<file path="src/rtl/result_tx_interface_pkg.sv">
// ============================================================================
// Module : result_tx_interface_pkg
// Brief  : Shared types and constants for the result transmit interface:
//          UART byte width, default frame header byte and the FSM state type.
// Rev    : 1.0  initial release
// ============================================================================
`default_nettype none

package result_tx_interface_pkg;

    // Width of one UART character.
    localparam int NB_BYTE = 8;

    // Frame header byte used when the header option is built in.
    localparam logic [NB_BYTE-1:0] HEADER_DEFAULT = 8'hA5;

    // Transmit sequencer states.
    typedef enum logic [1:0] {
        ST_IDLE  = 2'b00,
        ST_START = 2'b01,
        ST_WAIT  = 2'b10
    } state_t;

endpackage

`default_nettype wire

</file>
<file path="src/rtl/result_tx_interface_if.sv">
// ============================================================================
// Module : result_tx_interface_if
// Brief  : Bundle between the ALU / uart_tx side and result_tx_interface.
//          slave  modport : the result_tx_interface block itself
//          master modport : the environment (ALU + uart_tx)
// Signals:
//   i_result  [NB_DATA]  ALU result to transmit
//   i_valid              1-cycle strobe qualifying i_result
//   i_tx_done            1-cycle pulse from uart_tx, byte shifted out
//   o_tx_data [NB_BYTE]  byte presented to uart_tx
//   o_tx_start           1-cycle pulse, uart_tx loads o_tx_data
//   o_busy               high whenever a frame is in progress
//   o_overrun            sticky, a result was dropped while busy
// Rev    : 1.0  initial release
// ============================================================================
`default_nettype none

interface result_tx_interface_if #(
    parameter int NB_DATA = 8
);
    import result_tx_interface_pkg::*;

    logic [NB_DATA-1:0] i_result;
    logic               i_valid;
    logic               i_tx_done;
    logic [NB_BYTE-1:0] o_tx_data;
    logic               o_tx_start;
    logic               o_busy;
    logic               o_overrun;

    modport slave (
        input  i_result,
        input  i_valid,
        input  i_tx_done,
        output o_tx_data,
        output o_tx_start,
        output o_busy,
        output o_overrun
    );

    modport master (
        output i_result,
        output i_valid,
        output i_tx_done,
        input  o_tx_data,
        input  o_tx_start,
        input  o_busy,
        input  o_overrun
    );

endinterface

`default_nettype wire

</file>
<file path="src/rtl/result_tx_interface.sv">
// ============================================================================
// Module : result_tx_interface
// Brief  : Captures an ALU result on i_valid, splits it into bytes (LSB first)
//          and hands them one at a time to uart_tx with a start/done handshake.
//          Build option TX_HEADER_EN: prefix every frame with the HEADER byte.
// Ports  :
//   i_clock  system clock, rising edge
//   i_reset  asynchronous reset, active low
//   bus      result_tx_interface_if.slave (result/valid/done in,
//            tx_data/tx_start/busy/overrun out)
// Params :
//   NB_DATA  result width, multiple of 8 (must match the bus instance)
//   HEADER   frame header byte (only used with TX_HEADER_EN)
// Rev    : 1.0  initial release
// ============================================================================
`default_nettype none

module result_tx_interface
    import result_tx_interface_pkg::*;
#(
    parameter int                 NB_DATA = 8,
    parameter logic [NB_BYTE-1:0] HEADER  = HEADER_DEFAULT
) (
    input  wire logic              i_clock,
    input  wire logic              i_reset,
    result_tx_interface_if.slave   bus
);

    localparam int NBYTES = NB_DATA / NB_BYTE;
`ifdef TX_HEADER_EN
    localparam int NFRAME = NBYTES + 1;
`else
    localparam int NFRAME = NBYTES;
`endif
    localparam int                NB_FRAME = NFRAME * NB_BYTE;
    localparam int                NB_CNT   = $clog2(NBYTES + 2);
    localparam logic [NB_CNT-1:0] CNT_LOAD = NB_CNT'(NFRAME);
    localparam logic [NB_CNT-1:0] CNT_ONE  = NB_CNT'(1);

    state_t              state_q,   state_d;
    logic [NB_FRAME-1:0] shift_q,   shift_d;
    logic [NB_CNT-1:0]   cnt_q,     cnt_d;
    logic [NB_BYTE-1:0]  tx_data_q, tx_data_d;
    logic                overrun_q, overrun_d;

    logic [NB_FRAME-1:0] frame_in;
    logic [NB_FRAME-1:0] shift_next;

    // Header sits in the low byte so that it leaves first.
`ifdef TX_HEADER_EN
    assign frame_in = {bus.i_result, HEADER};
`else
    assign frame_in = bus.i_result;
`endif

    assign shift_next = shift_q >> NB_BYTE;

    always_comb begin
        state_d   = state_q;
        shift_d   = shift_q;
        cnt_d     = cnt_q;
        tx_data_d = tx_data_q;
        // Any strobe outside IDLE is lost, including one coinciding with the
        // final i_tx_done (the FSM is still in WAIT on that edge).
        overrun_d = overrun_q | (bus.i_valid && (state_q != ST_IDLE));

        case (state_q)
            ST_IDLE: begin
                if (bus.i_valid) begin
                    shift_d   = frame_in;
                    cnt_d     = CNT_LOAD;
                    tx_data_d = frame_in[NB_BYTE-1:0];
                    state_d   = ST_START;
                end
            end
            ST_START: begin
                state_d = ST_WAIT;
            end
            ST_WAIT: begin
                if (bus.i_tx_done) begin
                    cnt_d = cnt_q - CNT_ONE;
                    if (cnt_q > CNT_ONE) begin
                        shift_d   = shift_next;
                        tx_data_d = shift_next[NB_BYTE-1:0];
                        state_d   = ST_START;
                    end else begin
                        state_d = ST_IDLE;
                    end
                end
            end
            default: begin
                state_d = ST_IDLE;
            end
        endcase
    end

    always_ff @(posedge i_clock or negedge i_reset) begin
        if (!i_reset) begin
            state_q   <= ST_IDLE;
            shift_q   <= '0;
            cnt_q     <= '0;
            tx_data_q <= '0;
            overrun_q <= 1'b0;
        end else begin
            state_q   <= state_d;
            shift_q   <= shift_d;
            cnt_q     <= cnt_d;
            tx_data_q <= tx_data_d;
            overrun_q <= overrun_d;
        end
    end

    assign bus.o_tx_data  = tx_data_q;
    assign bus.o_tx_start = (state_q == ST_START);
    assign bus.o_busy     = (state_q != ST_IDLE);
    assign bus.o_overrun  = overrun_q;

endmodule

`default_nettype wire

</file>
<file path="src/flat_wrapper.sv">
// flat-port wrapper written by rule: the top's interface ports become plain ports
module result_tx_interface_flat import result_tx_interface_pkg::*;
#(
    parameter int                 NB_DATA = 8,
    parameter logic [NB_BYTE-1:0] HEADER  = HEADER_DEFAULT
)
  (i_clock, i_reset, bus_i_result, bus_i_valid, bus_i_tx_done, bus_o_tx_data, bus_o_tx_start, bus_o_busy, bus_o_overrun);
  result_tx_interface_if #(.NB_DATA(NB_DATA)) bus_i ();
  input  wire logic i_clock;
  input  wire logic i_reset;
  input wire logic [$bits(bus_i.i_result)-1:0] bus_i_result;
  input wire logic [$bits(bus_i.i_valid)-1:0] bus_i_valid;
  input wire logic [$bits(bus_i.i_tx_done)-1:0] bus_i_tx_done;
  output wire logic [$bits(bus_i.o_tx_data)-1:0] bus_o_tx_data;
  output wire logic [$bits(bus_i.o_tx_start)-1:0] bus_o_tx_start;
  output wire logic [$bits(bus_i.o_busy)-1:0] bus_o_busy;
  output wire logic [$bits(bus_i.o_overrun)-1:0] bus_o_overrun;
  assign bus_i.i_result = bus_i_result;
  assign bus_i.i_valid = bus_i_valid;
  assign bus_i.i_tx_done = bus_i_tx_done;
  assign bus_o_tx_data = bus_i.o_tx_data;
  assign bus_o_tx_start = bus_i.o_tx_start;
  assign bus_o_busy = bus_i.o_busy;
  assign bus_o_overrun = bus_i.o_overrun;
  result_tx_interface #(.NB_DATA(NB_DATA), .HEADER(HEADER)) u_core (.i_clock(i_clock), .i_reset(i_reset), .bus(bus_i));
endmodule
</file>
<file path="config.mk">
export PLATFORM = sky130hd
export DESIGN_NAME = result_tx_interface_flat
export DESIGN_NICKNAME = d
export VERILOG_FILES = /design/src/rtl/result_tx_interface_pkg.sv /design/src/rtl/result_tx_interface_if.sv /design/src/rtl/result_tx_interface.sv /design/src/flat_wrapper.sv
export SDC_FILE = /design/constraint.sdc
export NUM_CORES = 1
export LEC_CHECK = 0
export CAP_MARGIN = 20
export CORE_MARGIN = 3
export CORE_UTILIZATION = 40
export CTS_CLUSTER_DIAMETER = 30
export CTS_CLUSTER_SIZE = 20
export DETAILED_ROUTE_END_ITERATION = 16
export PLACE_DENSITY = 0.76
export SETUP_SLACK_MARGIN = 0.5
export SYNTH_ARGS = -nofsm -noshare
export SYNTH_HDL_FRONTEND = slang
export SYNTH_SLANG_ARGS = --single-unit
</file>
<file path="constraint.sdc">
create_clock -name i_clock -period 1.8 [get_ports i_clock]
set_input_delay 0.36 -clock i_clock [delete_from_list [all_inputs] [get_ports i_clock]]
set_output_delay 0.36 -clock i_clock [all_outputs]
set_load 0.005 [all_outputs]
</file>
==> metrics.md <==
| Metric | Value |
|---|---|
| Status | finished clean |
| First-pass GRT wire length | about 2.1 mm |
| Critical path's largest stage delay | around 380 ps |
| Total Routed Length | about 1.5 mm |
| Depth of the CTS H-tree | 1 |
| Max-slew violation count | 0 |
| CTS Buf Count | 3 |
| Die ar. | 0.001941 mm2 |
| Setup TNS | 0 ps |
| Row count | 13 |
| Global route hottest layer | met2 |
| PwrDens | about 1600 mW/mm2 |
| Final number of setup-violating endpoints | 0 |
| Clock-pin slew on the worst setup and hold paths | around 80 ps |
| Met1 Use GR | 0.2047 |
| CTS Root Cell | clkbuf_4 |
| Pin count of the biggest net entering global routing | 14 |
| Slew margin rel. | 0.6157 |
| CP Class | reg2out |
| Met2 usage in global routing | 0.2413 |
| CTS tree | built |
| Period minus WS final | 1489 ps |
| Post-synthesis sequential area ratio | 0.5616 |
| Tot GR Track Use | 0.1555 |
| Chip width | roughly 44 um |
| Routed len/inst | 15.34 um |
| Worst Setup Start Kind | register |
| Vias/cell | 5.070 |
| Via count | 507 |
| LEAKAGE | 0.4636 nW |
| Area grow syn2layout | 68.47% |
| Drt first-iter violations | 7 |
| Final Hold Viols | 0 |
| Met3 usage | 0.06098 |
| # nets final | 99 |
| Pre-antenna DRT Iters | 4 |
| Final core occ | 0.7317 |
| I/O Pins | 23 |
| Total core area | 0.001334 mm2 |
| DRC violations left | 0 |
| Worst endpoint data arrival time | 1130 ps |
| Share of layout cells above drive strength 1 | 0.3647 |
| Placed Cells | 81 |
| Skew final | 5.415 ps |
| Worst Path Required | 1440 ps |
| Finished Layout Cells | 100 |
| Starting Density | 0.4343 |
| Max Cap Violations | 0 |
| CTS Sinks | 13 |
| Final Cycle Share | 0.8273 |
| Die H | 44.06 um |
| Final Wtd Congestion | 0.6746 |
| Antenna Cells | 0 |
| Antenna viol nets, final | 0 |
| Gate Count Post-Synth | 45 |
| Syn nets | 58 |
| Main synth FF type | dfrtp_1 |
| Avg Inst Size Synth | about 13 um2 |
| CTS Buffer Depth | 2 |
| Worst Setup End Kind | primary output |
| Synthesized area | 579.3 um2 |
| Critical path, cell by cell | buf_6 -> or2_4 -> buf_2 |
| Worst Path Max Fanout | 2 |
| EDFF count, synth | 0 |
| IO buf count | 22 |
| GRT overflow | 0 |
| VDD IR max | 0.8573 mV |
| Worst Max-Slew Pin Slew | 574.6 ps |
| Fraction of registers with async set/reset | 1.000 |
| Slowest CP cell | dfrtp_1 |
| Hold WC Path Type | in2async |
| Worst skew pair latency | about 280 ps |
| Distinct cells, synth | 18 |
| RSZ-0062 raised after global routing | yes |
| Synth Register Bits | 13 |
| Synth warnings | 0 |
| DP Wirelength | slightly below 900 um |
| FMAX | 671.5 MHz |
| Vias in the first global route | between 400 and 500 |
| Initial antenna violation count | 0 |
-- power by group --
part           switching, W  internal, W
logic              0.000294     0.000527
clock network     0.0000942    0.0000862
registers         0.0000943     0.000418
-- metrics by stage --
step                cell area, um2  hold slack [ps]  setup slack (ps)  total power [W]
floorplan                    579.3            64.41             519.4        0.0008154
global placement             803.3            436.1             192.3         0.001082
detailed placement           803.3            443.9             149.1         0.001101
CTS                          913.4            452.1             302.7         0.001394
global route                 975.9            461.1             268.2         0.001611
finish                       975.9            438.8             310.9         0.001514
-- routing by layer --
layer	wire [um]	up-vias
li1	-	246
met1	606	242
met2	831	16
met3	85	3
met4	11	0
met5	0	-
-- final timing paths --
path                                         start                      end  slack, ps  depth (start not counted)
hold reg to reg            u_core.bus.o_tx_data[0]  u_core.bus.o_tx_data[0]        520                          1
max in group asynchronous                  i_reset        u_core.state_q[0]        950                          1
hold / removal                             i_reset  u_core.bus.o_tx_data[2]        440                          1
min in group i_clock       u_core.bus.o_tx_data[0]  u_core.bus.o_tx_data[0]        520                          1
setup / recovery                 u_core.state_q[1]               bus_o_busy        310                          3
setup reg to reg                 u_core.state_q[1]  u_core.bus.o_tx_data[5]        370                          6
-- synth_stat cells, types with 2 or more instances --
master	n	area, um2
dfrtp_1	13	325.3
a22o_1	8	70.07
inv_1	3	11.26
a21o_1	2	15.01
buf_6	2	22.52
nand3b_1	2	15.01
nand4b_1	2	17.52
nor2_1	2	7.510
o21ai_0	2	10.01
-- cells in the final DEF, fill, tap and decap left out, drive strengths merged --
cell type,Yosys,layout
buf,2,17
dfrtp,13,13
clkdlybuf4s50,0,11
a22o,8,8
clkdlybuf4s15,0,8
clkbuf,0,4
a21o,3,4
inv,3,3
nor2,3,3
nand4b,2,2
o21ai,2,2
nand3b,2,2
or2,1,1
nand2b,1,1
nand3,1,1
o21ba,1,1
a21oi,1,1
and2b,1,1
ha,1,1
dlygate4sd2,0,1
-- critical path: cells and delay by family, from the launching register on --
kind | cells | cell delay [ps]
flops | 1 | 380
simple gates | 1 | 220
buf+inv | 2 | 250
-- state kept, by name, summed over array words and instances (netlist names) --
| signal | count |
|---|---|
| u_core.cnt_q | 2 |
| u_core.bus.o_tx_data | 8 |
| u_core.bus.o_overrun | 1 |
| u_core.state_q | 2 |
-- final cells by class --
class | instances | area, um2
clock buffers | 4 | 26.28
multi-input cells | 28 | 260.3
flip-flops and latches | 13 | 326.6
well taps | 15 | 18.77
inverters | 3 | 11.26
fillers | 102 | 357.8
repair buffers | 37 | 332.8
-- cell families after synthesis --
group           Yosys count  synth area share
compound gates           15            0.2052
simple gates             11            0.1534
buf+inv                   5           0.05831
fa+ha+maj                 1           0.02159
flops                    13            0.5616
-- what timing repair did --
item                       in CTS  in global routing
setup endpoints to repair      19                 18
gates cloned                    1                  0
buffers inserted                9                  5
hold buffers                    0                  0
pin swaps                       3                  3
resized for setup              26                 10
No activity file was read; power rests on OpenSTA's default activity.
